--- src/rtl/cpu_prog_sequencer.sv ---
// Drives the 4-bit accumulator core's io_in bus: resets it, loads a 32-nibble program taken from a
// valid/ready stream, then single-steps Run commands until a step budget is spent or pc stops moving.
module cpu_prog_sequencer #(
    parameter int unsigned CODE_WORDS = 16,
    parameter int unsigned DATA_WORDS = 16,
    parameter int unsigned STEP_W     = 8
) (
    input  logic              clock,
    input  logic              reset_n,
    input  logic              start,
    input  logic [STEP_W-1:0] run_steps,
    input  logic              in_valid,
    output logic              in_ready,
    input  logic [3:0]        in_data,
    output logic [7:0]        cpu_io_in,
    input  logic [7:0]        cpu_io_out,
    output logic              busy,
    output logic              done,
    output logic              halted,
    output logic [STEP_W-1:0] steps,
    output logic [7:0]        result
);

    localparam int unsigned MAX_WORDS = (CODE_WORDS > DATA_WORDS) ? CODE_WORDS : DATA_WORDS;
    localparam int unsigned CNT_W     = $clog2(MAX_WORDS + 1);

    localparam logic [1:0] CMD_RESET     = 2'd0;
    localparam logic [1:0] CMD_LOAD_CODE = 2'd1;
    localparam logic [1:0] CMD_LOAD_DATA = 2'd2;
    localparam logic [1:0] CMD_RUN       = 2'd3;

    typedef enum logic [2:0] {StIdle, StRst1, StCode, StData, StRst2, StRun, StDone} state_e;
    typedef enum logic [1:0] {PhWait, PhSetup, PhStrobe, PhHold} phase_e;

    state_e            state_q;
    phase_e            phase_q;
    logic [CNT_W-1:0]  cnt_q;
    logic [1:0]        cmd_q;
    logic [3:0]        arg_q;
    logic              cpu_clk_q;
    logic [STEP_W-1:0] budget_q;
    logic [STEP_W-1:0] steps_q;
    logic [3:0]        pc_prev_q;
    logic              halted_q;
    logic [7:0]        result_q;

    logic [STEP_W-1:0] steps_inc;
    logic [3:0]        pc;
    logic              code_last;
    logic              data_last;

    assign steps_inc = steps_q + STEP_W'(1);
    assign pc        = cpu_io_out[7:4];
    assign code_last = (cnt_q == CNT_W'(CODE_WORDS - 1));
    assign data_last = (cnt_q == CNT_W'(DATA_WORDS - 1));

    always_ff @(posedge clock or negedge reset_n) begin
        if (!reset_n) begin
            state_q   <= StIdle;
            phase_q   <= PhSetup;
            cnt_q     <= '0;
            cmd_q     <= CMD_RESET;
            arg_q     <= '0;
            cpu_clk_q <= 1'b0;
            budget_q  <= '0;
            steps_q   <= '0;
            pc_prev_q <= '0;
            halted_q  <= 1'b0;
            result_q  <= '0;
        end else begin
            case (state_q)
                StIdle, StDone: begin
                    if (start) begin
                        budget_q  <= run_steps;
                        halted_q  <= 1'b0;
                        steps_q   <= '0;
                        state_q   <= StRst1;
                        phase_q   <= PhSetup;
                        cmd_q     <= CMD_RESET;
                        arg_q     <= '0;
                        cpu_clk_q <= 1'b0;
                    end
                end
                default: begin
                    unique case (phase_q)
                        PhWait: begin
                            // in_ready is high exactly in this phase
                            if (in_valid) begin
                                arg_q   <= in_data;
                                cmd_q   <= (state_q == StCode) ? CMD_LOAD_CODE : CMD_LOAD_DATA;
                                phase_q <= PhSetup;
                            end
                        end
                        PhSetup: begin
                            cpu_clk_q <= 1'b1;
                            phase_q   <= PhStrobe;
                        end
                        PhStrobe: begin
                            cpu_clk_q <= 1'b0;
                            phase_q   <= PhHold;
                        end
                        PhHold: begin
                            case (state_q)
                                StRst1: begin
                                    state_q <= StCode;
                                    phase_q <= PhWait;
                                    cnt_q   <= '0;
                                end
                                StCode: begin
                                    phase_q <= PhWait;
                                    if (code_last) begin
                                        state_q <= StData;
                                        cnt_q   <= '0;
                                    end else begin
                                        cnt_q <= cnt_q + CNT_W'(1);
                                    end
                                end
                                StData: begin
                                    if (data_last) begin
                                        state_q <= StRst2;
                                        phase_q <= PhSetup;
                                        cmd_q   <= CMD_RESET;
                                        arg_q   <= '0;
                                        cnt_q   <= '0;
                                    end else begin
                                        phase_q <= PhWait;
                                        cnt_q   <= cnt_q + CNT_W'(1);
                                    end
                                end
                                StRst2: begin
                                    pc_prev_q <= '0;
                                    if (budget_q == '0) begin
                                        state_q <= StDone;
                                    end else begin
                                        state_q <= StRun;
                                        phase_q <= PhSetup;
                                        cmd_q   <= CMD_RUN;
                                        arg_q   <= '0;
                                    end
                                end
                                StRun: begin
                                    steps_q  <= steps_inc;
                                    result_q <= cpu_io_out;
                                    // Halt check wins over the budget check on the same step
                                    if (pc == pc_prev_q) begin
                                        state_q  <= StDone;
                                        halted_q <= 1'b1;
                                    end else if (steps_inc == budget_q) begin
                                        state_q <= StDone;
                                    end else begin
                                        pc_prev_q <= pc;
                                        phase_q   <= PhSetup;
                                    end
                                end
                                default: state_q <= StIdle;
                            endcase
                        end
                    endcase
                end
            endcase
        end
    end

    assign cpu_io_in = {arg_q, 1'b0, cmd_q, cpu_clk_q};
    assign in_ready  = (phase_q == PhWait);
    assign busy      = (state_q != StIdle) && (state_q != StDone);
    assign done      = (state_q == StDone);
    assign halted    = halted_q;
    assign steps     = steps_q;
    assign result    = result_q;

endmodule
--- config.mk ---
export PLATFORM = sky130hd
export DESIGN_NAME = cpu_prog_sequencer
export DESIGN_NICKNAME = d
export VERILOG_FILES = /design/src/rtl/cpu_prog_sequencer.sv
export SDC_FILE = /design/constraint.sdc
export NUM_CORES = 1
export LEC_CHECK = 0
export BUFFER_PORTS_ARGS = -buffer_cell sky130_fd_sc_hd__buf_2
export CAP_MARGIN = 5
export CORE_MARGIN = 2
export CORE_UTILIZATION = 30
export DETAILED_ROUTE_END_ITERATION = 8
export PLACE_DENSITY = 0.52
export SLEW_MARGIN = 15
export SYNTH_ARGS = -nofsm -noshare
export SYNTH_HDL_FRONTEND = slang
export SYNTH_SLANG_ARGS = --single-unit
--- constraint.sdc ---
create_clock -name clock -period 2.6 [get_ports clock]
set_clock_uncertainty 0.15 [all_clocks]
set_input_delay 0.13 -clock clock [delete_from_list [all_inputs] [get_ports clock]]
set_output_delay 0.13 -clock clock [all_outputs]
set_load 0.1 [all_outputs]
==> flow_metrics.env, run 1 <==
export IMPL_synth_top_cell_area_share_pct=42.2
export IMPL_whs_path_depth=3
export IMPL_placed_area_mm2=0.00307
export IMPL_antenna_diode_count=0
export IMPL_critPathMaxFanout=10
export IMPL_port_buffers=50
export IMPL_grt_overflow=0
export IMPL_die_area_mm2=0.00967
export IMPL_final_nets=384
export IMPL_worstPathArrival_ns=2.50
export IMPL_fmax_mhz=414
export IMPL_grt_pass1_wl_um=11300
export IMPL_synthFlopType="dfrtp_1"
export IMPL_finalNonFillerCells=463
export IMPL_grt_pass1_vias=2312
export IMPL_synth_nets=308
export IMPL_synth_seq_cells=46
export IMPL_outcome="finished clean"
export IMPL_grt_max_degree=30
export IMPL_cts_tree="done"
export IMPL_critPathTopFamily="compound AO/OA/AOI/OAI gates"
export IMPL_antenna_found_initial=0
export IMPL_fin_crit_ns=2.42
export IMPL_drv_slew=0
export IMPL_cts_sinks=46
export IMPL_r2r_setup_slack_ns=0.18
export IMPL_drc_errors=0
export IMPL_wl_per_cell_um=14.3
export IMPL_yosysSeqAreaShare_pct=43.2
export IMPL_post_route_cell_area_mm2=0.00340
export IMPL_cp_start_kind="flop"
export IMPL_vdd_ir_drop_max_mv=0.501
export IMPL_min_to="cpu_clk_q"
export IMPL_wl_um=6610
export IMPL_row_count=34
export IMPL_start_util_pct=30.8
export IMPL_grt_total_usage_pct=14.2
export IMPL_rr_worst_depth=8
export IMPL_worstSkewPairLatency_ns=0.31
export IMPL_ys_async_sr_fraction_pct=100
export IMPL_vias_per_cell=4.91
export IMPL_drtIter0Drc=45
export IMPL_vias=2275
export IMPL_cap_violations=0
export IMPL_ant_nets=0
export IMPL_holdWs_ns=0.0361
export IMPL_yosys_warnings=0
export IMPL_setup_tns_ns=0
export IMPL_avgSynthCellArea_um2=9.60
export IMPL_die_height_um=98.3
export IMPL_end_kind="flop"
export IMPL_hold_path_startpoint="start"
export IMPL_hold_path_class="primary input to flop"
export IMPL_synth_top_area_cell="dfrtp_1"
export IMPL_synth_edf_count=0
export IMPL_htreeDepth=2
export IMPL_synthToLayoutAreaGrowth_pct=27.3
export IMPL_setup_viol=0
export IMPL_worst_path_max_delay_cell="dfrtp_4"
export IMPL_p_per_area_mw_per_mm2=1010
export IMPL_die_w_um=98.3
export IMPL_hold_viol=0
export IMPL_clk_path_buf_depth=2
export IMPL_numCtsBuffers=5
export IMPL_drive_gt1_share_pct=29.6
export IMPL_slew_headroom_pct=54.4
export IMPL_gp_congestion=0.862
export IMPL_dp_cells=434
export IMPL_required_ns=2.68
export IMPL_synth_area_top_cells="dfrtp_1 (42%), nand2_1 (7.0%), o21ai_0 (3.6%), mux2i_1 (3.4%), mux2_2 (3.4%)"
export IMPL_reg2reg_from="steps[0]"
export IMPL_io_pin_count=52
export IMPL_path_class="flop to flop"
export IMPL_ys_types=58
export IMPL_syn_cell_area_mm2=0.00267
export IMPL_rsz0062_at_grt="false"
export IMPL_r2r_end="state_q[1]"
export IMPL_clkTransAtPathRegs_ns=0.10
export IMPL_coreArea_mm2=0.00868
export IMPL_syn_inst=278
export IMPL_p_leak_uw=0.00154
export IMPL_root_buffer="clkbuf_8"
export IMPL_tightest_slew_ns=0.684
export IMPL_drt_pass1_iterations=4
export IMPL_cp_num_buf_inv=0
export IMPL_worstPathCellList="ha_1, nand2_4, or3_1, o2bb2ai_1, o2111ai_2, o21bai_4, a221oi_2, o31ai_2"
export IMPL_critPathMaxStageDelay_ns=0.48
export IMPL_timing_final_crit_share_pct=93.0
export IMPL_place_detailed_hpwl_um=4830
## power breakdown
group	total, uW	switching [uW]	internal (uW)
clock	567	274	293
combinational	1790	1170	624
sequential	1070	175	899
## worst reg2reg max path, delay by kind of cell (launching register included)
kind / cells / cell delay (ns)
simple gates: 2 / 0.46
fa+ha+maj: 1 / 0.30
flops: 1 / 0.48
compound gates: 5 / 0.96
## Yosys cell counts (6+ instances only)
library cell / number
a21oi_1: 10
clkbuf_1: 6
dfrtp_1: 45
ha_1: 6
inv_1: 8
mux2_2: 8
mux2i_1: 9
nand2_1: 50
nand3_1: 11
nor2_1: 11
o21ai_0: 19
xor2_1: 8
## state kept, by name, summed over array words and instances (netlist names)
name	count
cnt_q	5
cpu_clk_q	1
state_q	3
arg_q	4
result	8
phase_q	2
steps	8
cmd_q	2
budget_q	8
pc_prev_q	4
halted	1
## metrics by stage
stage / worst slack [ns] / util, % / total power, uW
after global routing: 0.0243 / 39.2 / 3680
final: 0.182 / 39.2 / 3440
after detailed placement: 0.195 / 35.4 / 2870
after floorplan: 0.00223 / - / 2520
after global placement: 0.241 / 35.4 / 2850
after CTS: 0.181 / 39.2 / 3480
## metal layers
metal	global-route usage (%)	routed length [um]	vias to the layer above
met3	2.15	207	4
met5	0	0	-
li1	-	-	1135
met2	23.7	3130	44
met4	3.48	56	0
met1	19.6	3210	1092
## final cells by class
| class | count | area (um^2) |
|---|---|---|
| clock buffers | 5 | 68.8 |
| clock inverters | 3 | 48.8 |
| fillers | 910 | 5280 |
| inverters | 9 | 33.8 |
| multi-input cells | 206 | 1380 |
| flip-flops and latches | 46 | 1160 |
| well taps | 108 | 135 |
| repair buffers | 86 | 573 |
## cells by family after synthesis
| group | share of synthesized area [%] |
|---|---|
| AND/OR/NAND/NOR | 19.3 |
| multiplexers | 7.87 |
| XOR/XNOR | 4.26 |
| other | 0.140 |
| flip-flops | 43.2 |
| AO/OA/AOI/OAI | 17.2 |
| buffers and inverters | 5.25 |
| adder cells (fa/ha/maj) | 2.81 |
## layout by cell type, fill, tap and decap left out, drive strengths merged, types with 3 or more instances in the layout
cell type	instances
inv	10
o31ai	5
mux2i	9
nor3	3
and3	4
nor2	12
a31oi	5
nor2b	5
dfrtp	45
nand2	51
o21ai	20
dlygate4sd3	21
a21oi	11
nand3	13
nor4	3
mux2	10
o211ai	6
buf	65
clkbuf	5
xnor2	5
xor2	8
ha	6
## worst max-delay path by stage
| stage | startpoint | to | slack [ns] | cells past startpoint |
|---|---|---|---|---|
| after floorplan | steps[5] | state_q[0] | 0.002 | 7 |
| after global placement | steps[0] | state_q[0] | 0.24 | 8 |
| after detailed placement | steps[0] | state_q[0] | 0.20 | 8 |
| after CTS | steps[0] | state_q[0] | 0.18 | 8 |
| after global routing | steps[0] | state_q[0] | 0.02 | 8 |
| final | steps[0] | state_q[1] | 0.18 | 8 |
## timing repair
action	4_1_cts	5_1_grt
hold buffers	21	0
resized for setup	0	0
endpoints found under the setup margin	0	0
buffers inserted	0	0
endpoints found under the hold margin	51	0
Power figures use the tool's default switching activity.
==> run 2: changes to the inputs <==
--- a/config.mk
+++ b/config.mk
@@ -10,5 +10,6 @@
 export CORE_MARGIN = 2
-export CORE_UTILIZATION = 30
+export CORE_UTILIZATION = 45
 export DETAILED_ROUTE_END_ITERATION = 8
-export PLACE_DENSITY = 0.52
+export HOLD_SLACK_MARGIN = 0.12
+export PLACE_DENSITY = 0.7
 export SLEW_MARGIN = 15
--- a/constraint.sdc
+++ b/constraint.sdc
@@ -4,2 +4,2 @@
 set_output_delay 0.13 -clock clock [all_outputs]
-set_load 0.1 [all_outputs]
+set_load 0.01 [all_outputs]
==> run 2 against run 1 <==
Utilization grew 19 points. Critical endpoint is now state_q[0]. Clock power shrank 5.5%. Sequential share of layout area grew 0.12 points. Cell count shrank 6.7%.
==> flow_metrics.env, run 2 (same netlist as run 1, synthesis figures left out) <==
export IMPL_drive_gt1_share_pct=28.3
export IMPL_htreeDepth=2
export IMPL_setup_viol=0
export IMPL_grt_max_degree=27
export IMPL_vias=2326
export IMPL_hold_viol=0
export IMPL_hold_path_class="primary input to async pin"
export IMPL_r2r_end="state_q[0]"
export IMPL_fmax_mhz=413
export IMPL_fin_crit_ns=2.42
export IMPL_worstPathCellList="ha_2, nand2_4, or3_1, o2bb2ai_1, o2111ai_2, o21bai_4, o2111ai_1, o21a_1"
export IMPL_root_buffer="clkbuf_8"
export IMPL_critPathMaxFanout=10
export IMPL_vias_per_cell=5.38
export IMPL_clk_path_buf_depth=2
export IMPL_pre_cts_ws_ns=0.136
export IMPL_nFillCells=532
export IMPL_final_nets=386
export IMPL_cp_num_buf_inv=0
export IMPL_cts_sinks=46
export IMPL_path_depth=8
export IMPL_drv_slew=0
export IMPL_seqCellArea_mm2=0.00115
export IMPL_cap_violations=0
export IMPL_vdd_ir_drop_max_mv=0.581
export IMPL_tightest_slew_ns=0.623
export IMPL_grt_pass1_vias=2113
export IMPL_worstPathArrival_ns=2.47
export IMPL_place_detailed_hpwl_um=4540
export IMPL_ant_nets=0
export IMPL_rsz0062_at_grt="false"
export IMPL_reg2reg_from="steps[1]"
export IMPL_die_w_um=81.0
export IMPL_post_cts_setup_buffers=0
export IMPL_p_leak_uw=0.00155
export IMPL_rr_worst_depth=8
export IMPL_numCtsBuffers=5
export IMPL_r2r_setup_slack_ns=0.18
export IMPL_slew_headroom_pct=58.5
export IMPL_placed_area_mm2=0.00303
export IMPL_die_height_um=81.0
export IMPL_die_area_mm2=0.00657
export IMPL_cp_start_kind="flop"
export IMPL_grt_overflow=0
export IMPL_worst_path_max_delay_cell="dfrtp_1"
export IMPL_critPathMaxStageDelay_ns=0.45
export IMPL_critPathTopFamily="compound AO/OA/AOI/OAI gates"
export IMPL_row_count=28
export IMPL_multi_input_area_mm2=0.00138
export IMPL_coreArea_mm2=0.00582
export IMPL_p_per_area_mw_per_mm2=871
export IMPL_io_pin_count=52
export IMPL_path_class="flop to flop"
export IMPL_clkTransAtPathRegs_ns=0.09
export IMPL_drt_pass1_iterations=4
export IMPL_worstSetupEndpoint="state_q[0]"
export IMPL_setup_ws_ns=0.176
export IMPL_drtIter0Drc=170
export IMPL_grt_pass1_wl_um=10100
export IMPL_start_util_pct=45.9
export IMPL_end_kind="flop"
export IMPL_wl_per_cell_um=14.8
export IMPL_drc_errors=0
export IMPL_setup_tns_ns=0
export IMPL_gp_congestion=0.901
export IMPL_port_buffers=50
export IMPL_most_common_layout_cells="nand2_1 (50), buf_2 (50), dfrtp_1 (45)"
export IMPL_post_route_cell_area_mm2=0.00336
export IMPL_grt_total_usage_pct=20.0
export IMPL_required_ns=2.65
export IMPL_wl_um=6390
export IMPL_antenna_diode_count=0
export IMPL_outcome="finished clean"
export IMPL_synthToLayoutAreaGrowth_pct=25.9
export IMPL_cts_tree="done"
export IMPL_timing_final_crit_share_pct=93.2
export IMPL_worstSkewPairLatency_ns=0.30
export IMPL_antenna_found_initial=0
export IMPL_setup_worst_path_start="steps[1]"
## run 2: through the flow
step	hold slack, ns	total power [uW]	instances	utilization [%]
finish	0.225	2930	432	57.8
floorplan	-0.316	2040	278	-
CTS	0.249	2940	432	57.7
global placement	0.0295	2340	402	52.1
global route	0.297	3130	432	57.8
detailed placement	0.0302	2370	402	52.1
## run 2: worst min-delay path by stage
| stage | start | to | slack, ns | cells past startpoint |
|---|---|---|---|---|
| finish | reset_n | steps[2] | 0.23 | 2 |
| global route | reset_n | steps[2] | 0.30 | 2 |
| CTS | reset_n | budget_q[4] | 0.25 | 2 |
| detailed placement | reset_n | steps[5] | 0.03 | 1 |
| global placement | reset_n | cpu_clk_q | 0.03 | 1 |
| floorplan | reset_n | arg_q[0] | -0.32 | 0 |
## run 2: area by class of cell
cell class | instances | share of cell area [%]
clock inverter | 2 | 1.12
inverter | 9 | 1.01
tap | 75 | 2.79
timing repair buffer | 88 | 17.6
sequential | 46 | 34.3
multi-input combinational | 206 | 41.1
clock buffer | 6 | 2.16
## run 2: repair_timing
| item | in CTS | in global routing |
|---|---|---|
| resized for setup | 0 | 1 |
| hold buffers | 22 | 0 |
| hold endpoints to repair | 51 | 0 |
| endpoints found under the setup margin | 0 | 3 |
## run 2: where the power goes
group | leakage, uW | switching [uW] | total [uW] | internal (uW)
Clock | 0.0000514 | 249 | 536 | 287
Combinational | 0.000962 | 675 | 1300 | 623
Sequential | 0.000541 | 196 | 1090 | 897
Total | 0.00155 | 1120 | 2930 | 1810
## run 2: worst register-to-register path, delay by kind of cell, from the launching register on
kind	cells	cell delay (ns)
AOI/OAI and AO/OA	5	0.97
adders and majority gates	1	0.30
DFF	1	0.45
and+or+nand+nor	2	0.46
## run 2: metal layers
metal | vias to the layer above | global-route usage, % | wire [um] | share of wire (%)
li1 | 1133 | - | - | -
met4 | 0 | 6.44 | 59 | 0.92
met3 | 5 | 2.33 | 311 | 4.9
met1 | 1119 | 27.3 | 2860 | 45
met5 | - | 0 | 0 | 0
met2 | 69 | 33.2 | 3160 | 49
==> run 3: changes to the inputs <==
Settings changed: CORE_UTILIZATION 45 to 40, PLACE_DENSITY 0.7 to 0.64.
==> run 3 against run 2 <==
Count of clock-buffer cells in the layout shrank 1. Via count decreased by 1.8%. Hold slack worse by 0.085 ns. Cell count is 0.23% higher. Critical endpoint unchanged. Largest cell class unchanged.
==> flow_metrics.env, run 3 (same netlist as run 1, synthesis figures left out) <==
export IMPL_die_w_um=85.7
export IMPL_tightest_slew_ns=0.625
export IMPL_antenna_diode_count=0
export IMPL_dp_cells=403
export IMPL_drv_slew=0
export IMPL_drc_errors=0
export IMPL_grt_pass1_vias=2212
export IMPL_path_class="flop to flop"
export IMPL_hold_viol=0
export IMPL_clkTransAtPathRegs_ns=0.09
export IMPL_vias=2284
export IMPL_synthToLayoutAreaGrowth_pct=24.7
export IMPL_start_util_pct=41.8
export IMPL_end_kind="flop"
export IMPL_row_count=29
export IMPL_grt_max_degree=29
export IMPL_finalNonFillerCells=433
export IMPL_critPathTopFamily="compound AO/OA/AOI/OAI gates"
export IMPL_cap_violations=0
export IMPL_cp_start_kind="flop"
export IMPL_io_pin_count=52
export IMPL_die_area_mm2=0.00734
export IMPL_die_height_um=85.7
export IMPL_coreArea_mm2=0.00639
export IMPL_cts_tree="done"
export IMPL_cts_sinks=46
export IMPL_fmax_mhz=417
export IMPL_port_buffers=50
export IMPL_numCtsBuffers=5
export IMPL_pre_cts_ws_ns=0.218
export IMPL_grt_overflow=0
export IMPL_antenna_found_initial=0
export IMPL_cp_num_buf_inv=0
export IMPL_vdd_ir_drop_max_mv=0.505
export IMPL_p_per_area_mw_per_mm2=841
export IMPL_root_buffer="clkbuf_8"
export IMPL_post_cts_setup_buffers=0
export IMPL_worstPathCellList="ha_1, nand2_4, or3_1, o2bb2ai_1, o2111ai_2, o21bai_4, o2111ai_1, o21a_1"
export IMPL_drt_pass1_iterations=4
export IMPL_required_ns=2.65
export IMPL_hold_path_class="primary input to async pin"
export IMPL_critPathMaxStageDelay_ns=0.44
export IMPL_worstSkewPairLatency_ns=0.30
export IMPL_clk_path_buf_depth=2
export IMPL_ant_nets=0
export IMPL_worst_path_max_delay_cell="dfrtp_1"
export IMPL_outcome="finished clean"
export IMPL_place_detailed_hpwl_um=4480
export IMPL_slew_headroom_pct=57.9
export IMPL_rsz0062_at_grt="false"
export IMPL_nFillCells=598
export IMPL_grt_pass1_wl_um=10400
export IMPL_setup_viol=0
export IMPL_drive_gt1_share_pct=28.1
export IMPL_most_common_layout_cells="nand2_1 (50), buf_2 (50), dfrtp_1 (45)"
export IMPL_timing_final_crit_share_pct=92.2
export IMPL_p_leak_uw=0.00155
export IMPL_worstPathArrival_ns=2.45
export IMPL_final_nets=385
export IMPL_setup_ws_ns=0.202
export IMPL_grt_total_usage_pct=17.5
export IMPL_gp_congestion=0.836
export IMPL_holdBufCountCts=22
export IMPL_fin_crit_ns=2.40
export IMPL_cts_resized=0
export IMPL_vias_per_cell=5.27
export IMPL_setup_tns_ns=0
export IMPL_wl_um=6180
export IMPL_critPathMaxFanout=10
export IMPL_utilization_pct=52.2
export IMPL_htreeDepth=2
export IMPL_drtIter0Drc=101
export IMPL_wl_per_cell_um=14.3
==> run 3: where the power goes <==
part	internal, uW	switching, uW	total (uW)
sequential	897	205	1100
clock	190	255	445
combinational	607	647	1250
total	1690	1110	2800
==> run 3: stage by stage <==
step	hold WS [ns]	total power (uW)	area, um^2
after floorplan	-0.316	2040	2670
after global placement	-0.0468	2320	3020
after detailed placement	-0.0533	2350	3020
after CTS	0.156	2830	3330
after global routing	0.190	3000	3330
final	0.140	2800	3330
==> run 3: area by class of cell <==
class	count	area (um^2)	share of cell area [%]
clock inverter	3	18.8	0.563
clock buffer	5	68.8	2.07
tap	77	96.3	2.89
timing repair buffer	87	583	17.5
sequential	46	1150	34.6
inverter	9	33.8	1.01
multi-input combinational	206	1380	41.4
==> run 3: path summary, 6_finish.rpt <==
check / startpoint / endpoint / slack (ns) / cells past startpoint
worst min register to register: result[3] / result[3] / 0.33 / 2
worst min-delay path: reset_n / cnt_q[1] / 0.14 / 2
max in group asynchronous: reset_n / budget_q[1] / 1.42 / 3
worst max register to register: steps[1] / state_q[0] / 0.20 / 8
min in group clock: in_valid / phase_q[0] / 0.32 / 5
worst max-delay path: steps[1] / state_q[0] / 0.20 / 8
==> run 3: worst register-to-register path: stages, from the launching register on <==
cell	delay, ns
dfrtp_1	0.44
ha_1	0.29
nand2_4	0.08
or3_1	0.37
o2bb2ai_1	0.18
o2111ai_2	0.20
o21bai_4	0.30
o2111ai_1	0.14
o21a_1	0.14
==> run 3: layer usage <==
layer  vias up  wire (um)  GRT usage, %
li1       1142          -             -
met1      1091       2980          23.4
met2        47       2940          29.1
met3         4        185          2.79
met4         0         80          5.77
met5         -          0             0
